--- config.mk ---
export PLATFORM = sky130hd
export DESIGN_NAME = lvds_word_align
export DESIGN_NICKNAME = d
export VERILOG_FILES = /design/src/rtl/lvds_word_align.sv
export SDC_FILE = /design/constraint.sdc
export NUM_CORES = 1
export LEC_CHECK = 0
export ABC_AREA = 1
export ABC_CLOCK_PERIOD_IN_PS = 1800
export CAP_MARGIN = 20
export CORE_MARGIN = 2
export CORE_UTILIZATION = 23
export DETAILED_ROUTE_END_ITERATION = 8
export HOLD_SLACK_MARGIN = 0.03
export MAX_ROUTING_LAYER = met4
export PLACE_DENSITY = 0.39
export SYNTH_ARGS = -nofsm -noshare
export SYNTH_HDL_FRONTEND = slang
export SYNTH_SLANG_ARGS = --single-unit
--- constraint.sdc ---
create_clock -name clkdiv -period 1.8 [get_ports clkdiv]
set_input_delay 0.18 -clock clkdiv [delete_from_list [all_inputs] [get_ports clkdiv]]
set_output_delay 0.18 -clock clkdiv [all_outputs]
set_load 0.02 [all_outputs]
--- src/rtl/lvds_word_align.sv ---
// Four-lane LVDS word aligner: bitslips each deserializer lane until it carries
// TRAIN_PAT for MATCH_CNT consecutive words, then reports per-lane lock or failure.
module lvds_word_align #(
    parameter logic [6:0]  TRAIN_PAT = 7'b1100011,
    parameter int unsigned MATCH_CNT = 16,
    parameter int unsigned SLIP_WAIT = 4,
    parameter int unsigned MAX_SLIP  = 14
) (
    input  logic        clkdiv,
    input  logic        rst_n,
    input  logic        train_en,
    input  logic [27:0] dat_in,
    output logic [3:0]  bitslip,
    output logic [3:0]  lane_locked,
    output logic [3:0]  lane_fail,
    output logic        all_locked,
    output logic [27:0] dat_out,
    output logic        dat_valid
);

    localparam int unsigned LANES  = 4;
    localparam int unsigned WORD_W = 7;
    localparam int unsigned MCNT_W = 5;
    localparam int unsigned SCNT_W = 4;
    localparam int unsigned WCNT_W = (SLIP_WAIT > 1) ? $clog2(SLIP_WAIT) : 1;

    typedef enum logic [2:0] {
        ST_IDLE,
        ST_CHECK,
        ST_SLIP,
        ST_WAIT,
        ST_LOCKED,
        ST_FAIL
    } state_t;

    state_t              state     [LANES];
    logic [MCNT_W-1:0]   match_cnt [LANES];
    logic [SCNT_W-1:0]   slip_cnt  [LANES];
    logic [WCNT_W-1:0]   wait_cnt  [LANES];
    logic                train_q;
    logic                train_rise_c;

    assign train_rise_c = train_en & ~train_q;

    // Per-lane alignment FSMs; a training rising edge overrides every state.
    always_ff @(posedge clkdiv or negedge rst_n) begin
        if (!rst_n) begin
            train_q     <= 1'b0;
            bitslip     <= '0;
            lane_locked <= '0;
            lane_fail   <= '0;
            for (int l = 0; l < LANES; l++) begin
                state[l]     <= ST_IDLE;
                match_cnt[l] <= '0;
                slip_cnt[l]  <= '0;
                wait_cnt[l]  <= '0;
            end
        end else begin
            train_q <= train_en;
            for (int l = 0; l < LANES; l++) begin
                bitslip[l] <= 1'b0;
                if (train_rise_c) begin
                    state[l]       <= ST_CHECK;
                    match_cnt[l]   <= '0;
                    slip_cnt[l]    <= '0;
                    wait_cnt[l]    <= '0;
                    lane_locked[l] <= 1'b0;
                    lane_fail[l]   <= 1'b0;
                end else if (!train_en && (state[l] == ST_CHECK || state[l] == ST_SLIP ||
                                           state[l] == ST_WAIT)) begin
                    // Training withdrawn mid-alignment: abandon this lane.
                    state[l]     <= ST_IDLE;
                    match_cnt[l] <= '0;
                    slip_cnt[l]  <= '0;
                    wait_cnt[l]  <= '0;
                end else begin
                    case (state[l])
                        ST_CHECK: begin
                            if (dat_in[l*WORD_W +: WORD_W] == TRAIN_PAT) begin
                                match_cnt[l] <= match_cnt[l] + 1'b1;
                                if (match_cnt[l] == MCNT_W'(MATCH_CNT - 1)) begin
                                    state[l]       <= ST_LOCKED;
                                    lane_locked[l] <= 1'b1;
                                end
                            end else begin
                                match_cnt[l] <= '0;
                                if (slip_cnt[l] < SCNT_W'(MAX_SLIP)) begin
                                    state[l]   <= ST_SLIP;
                                    bitslip[l] <= 1'b1;
                                end else begin
                                    state[l]     <= ST_FAIL;
                                    lane_fail[l] <= 1'b1;
                                end
                            end
                        end
                        ST_SLIP: begin
                            slip_cnt[l] <= slip_cnt[l] + 1'b1;
                            wait_cnt[l] <= '0;
                            state[l]    <= ST_WAIT;
                        end
                        ST_WAIT: begin
                            // Let the deserializer settle after the slip before comparing.
                            if (wait_cnt[l] == WCNT_W'(SLIP_WAIT - 1)) begin
                                state[l] <= ST_CHECK;
                            end else begin
                                wait_cnt[l] <= wait_cnt[l] + 1'b1;
                            end
                        end
                        ST_IDLE, ST_LOCKED, ST_FAIL: ;
                        default: state[l] <= ST_IDLE;
                    endcase
                end
            end
        end
    end

    // Data pass-through and aggregate status.
    always_ff @(posedge clkdiv or negedge rst_n) begin
        if (!rst_n) begin
            dat_out    <= '0;
            all_locked <= 1'b0;
            dat_valid  <= 1'b0;
        end else begin
            dat_out    <= dat_in;
            all_locked <= &lane_locked;
            dat_valid  <= (&lane_locked) & ~train_en;
        end
    end

endmodule

==> out/metrics.csv <==
stage;metric;value;unit
synth;number of synthesized flops with an enable pin;0;
clocking;CTS Buffer Depth;2;
final_layout;Antenna Cells;0;
worst_setup_path;Required @ worst endpoint;2.04;ns
clocking;Post-CTS Setup Repair Bufs;0;
detailed_routing;final routed DRC violation total;0;
detailed_routing;antenna viol nets, final;0;
placed_design;Port Buffers;72;
synth;post-synth net total;575;
timing;Setup Skew;0.006571;ns
synth;Avg Cell Area, Syn;8.777;um^2
floorplan;Initial Utilization;23.66;%
synth;Yosys top cell by area;dfrtp_1;
power;VDD IR-drop max;453.1;uV
placed_design;Place WS;0.08339;ns
timing;Slew @ Worst Pin;0.6127;ns
power;Power Dens Cells;1004;mW/mm^2
grt;first-pass GRT wire length;19000;um
detailed_routing;Vias;3644;
detailed_routing;vias per cell;4.104;
timing;setup ws final;0.1330;ns
grt;pin count of the biggest net entering global routing;45;
worst_setup_path;Crit Path Category;reg2reg;
floorplan;DIE HEIGHT;146.0;um
final_layout;cell area after layout;0.006107;mm^2
worst_setup_path;worst path cell trace;ha_1 > and3_1 > ha_1 > nand3b_1 > nand2_1 > nand2_1 > nand2_1 > nand2_1;
detailed_routing;DR pass1 iterations;4;
synth;Post-synth ARST share;100.0;%
detailed_routing;drt wl/cell;12.42;um
clocking;CTS Hold Buffers Added;1;
worst_setup_path;CP most frequent cell;nand2_1;
worst_setup_path;CP Buf/Inv Count;0;
final_layout;filler instances;2037;
grt;Total GRT Usage;11.55;%
placed_design;Cell Area, Placed;0.005737;mm^2
status;status;complete, no violations;
clocking;total CTS buffers;9;
floorplan;FP Rows;51;
grt;GRT overflow;0;
synth;Yosys Warn Count;0;
final_layout;synth-to-layout area growth;31.78;%
synth;unique cell type count in the Yosys netlist;36;
grt;vias in the first global route;3788;
power;Final Power;6.133;mW
timing;hold_ws;0.2900;ns
floorplan;I/O Pins;73;
synth;top cell type's share of synthesized area;53.46;%
timing;relative slew slack;59.15;%
worst_setup_path;crit path DAT;1.91;ns
clocking;CTS root buffer;clkbuf_16;
timing;Final Max Slew Viols;0;
timing;Tcrit/Tclk final;92.61;%
timing;final setup vio count;0;
clocking;post_cts resized;0;
timing;setup_tns;0;ns
final_layout;layout cells sized above 1;9.791;%
flow_run;max_cap viols;0;
clocking;Reg clk slew, reported paths;0.07;ns
worst_setup_path;Max Fanout on Critical Path;4;
floorplan;full die area;0.02130;mm^2
worst_setup_path;Worst setup SP type;flip-flop;
power;Pleak;2.860;nW
timing;final hold violation count;0;
synth;top_reg_cell synth;dfrtp_1;
grt;antenna violations before repair;0;
floorplan;die width;146.0;um
worst_setup_path;cell at the slowest stage of the critical path;dfrtp_1;
worst_setup_path;cell family with most CP delay;simple AND/OR/NAND/NOR gates;
hold_path;Worst Hold Class;in2reg;
placed_design;Detail Placement HPWL;8225;um
floorplan;core area;0.01959;mm^2
clocking;Sink Count;99;
timing;minimum clock period;1.667;ns
synth;post-synthesis sequential area ratio;53.46;%
final_layout;net count reported at finish;665;
clocking;htree depth;3;
timing;RSZ-0062 raised after global routing;false;
synth;Post-Synthesis Cells;528;
synth;synth top area cells;dfrtp_1, nand2_1, inv_1;
worst_setup_path;crit path capture type;flip-flop;
placed_design;gpl congestion;0.7812;
detailed_routing;final wirelength;11030;um
timing;Fmax achieved;599.9;MHz
clocking;CTS tree;built;
synth;Mapped Area;0.004634;mm^2
synth;FF+latch count, synth;99;
clocking;worst-skew pair later-pin latency;0.35;ns
worst_setup_path;Worst path max stage delay;0.42;ns
detailed_routing;Starting DRT DRC Count;220;
-- layout by cell type, fill, tap and decap left out, types with 3 or more instances in the layout --
| cell type | synthesis | routed |
|---|---|---|
| a21oi_1 | 25 | 25 |
| buf_4 | 1 | 10 |
| bufinv_16 | 0 | 3 |
| clkbuf_16 | 0 | 9 |
| clkdlybuf4s50_1 | 0 | 71 |
| dfrtp_1 | 99 | 99 |
| ha_1 | 16 | 16 |
| inv_1 | 73 | 73 |
| inv_2 | 10 | 10 |
| nand2_1 | 113 | 113 |
| nand2_2 | 5 | 5 |
| nand3_1 | 47 | 47 |
| nand3b_1 | 3 | 3 |
| nand4_1 | 7 | 7 |
| nor2_1 | 44 | 44 |
| nor2_2 | 8 | 8 |
| nor2_4 | 4 | 4 |
| nor3_1 | 7 | 7 |
| o21ai_0 | 23 | 23 |
| o21ai_1 | 6 | 6 |
| o22ai_1 | 6 | 6 |
| xnor2_1 | 3 | 3 |
| xor2_1 | 8 | 8 |
-- state kept, by name, indices dropped and copies added, names as in the netlist --
register / count
state: 12
bitslip: 4
all_locked: 1
lane_fail: 4
wait_cnt: 8
lane_locked: 4
train_q: 1
slip_cnt: 16
dat_valid: 1
match_cnt: 20
dat_out: 28
-- kinds of logic (layout without fill, tap and decap cells) --
kind of cell | count (synthesis) | in the layout | synth area share, %
AOI/OAI and AO/OA | 66 | 66 | 7.668
xor gates and xnor gates | 11 | 11 | 2.079
adders and majority gates | 16 | 16 | 4.320
buffers and inverters | 88 | 183 | 7.613
DFF | 99 | 99 | 53.46
muxes | 3 | 3 | 0.6749
and+or+nand+nor | 245 | 245 | 24.19
-- cell type report --
cell class / count / area, um^2 / area share, %
sequential: 99 / 2477 / 40.57
inverter: 84 / 317.8 / 5.204
tap: 265 / 331.6 / 5.429
timing repair buffer: 83 / 815.8 / 13.36
clock inverter: 5 / 107.6 / 1.762
clock buffer: 11 / 252.7 / 4.138
multi-input combinational: 341 / 1804 / 29.54
-- layer usage --
| layer | wire length (um) | track usage [%] | vias up |
|---|---|---|---|
| met1 | 5458 | 14.59 | 1683 |
| li1 | - | - | 1870 |
| met2 | 4920 | 17.64 | 76 |
| met4 | 196 | 4.118 | 0 |
| met3 | 451 | 3.354 | 15 |
| met5 | 0 | - | - |
-- Yosys cell counts, types with 2 or more instances --
library cell	instances
nand2_1	113
dfrtp_1	99
inv_1	73
nand3_1	47
nor2_1	44
a21oi_1	25
o21ai_0	23
ha_1	16
inv_2	10
nor2_2	8
xor2_1	8
nand4_1	7
nor3_1	7
o21ai_1	6
o22ai_1	6
nand2_2	5
nor2_4	4
nand3b_1	3
xnor2_1	3
buf_6	2
mux2i_1	2
nand3_2	2
o31ai_1	2
-- power breakdown --
group	switching [mW]	internal (mW)	total [mW]
combinational	0.827	0.448	1.27
clock	0.896	1.44	2.34
sequential	0.140	2.38	2.52
-- worst paths after layout --
path / start / endpoint / slack (ns) / cells past startpoint
max: match_cnt[5] / state[3] / 0.13 / 8
min: dat_in[9] / dat_out[9] / 0.29 / 1
max reg2reg: match_cnt[5] / state[3] / 0.13 / 8
min reg2reg: state[11] / state[11] / 0.48 / 2
max in group asynchronous: rst_n / state[3] / 0.74 / 3
min in group asynchronous: rst_n / wait_cnt[5] / 0.38 / 2
-- metrics by stage --
stage	std cells	util [%]
after floorplan	528	-
after global placement	871	29.28
after detailed placement	871	29.28
after CTS	888	31.17
after global routing	888	31.17
final	888	31.17
Note: power is estimated with default switching activity, not from simulation.
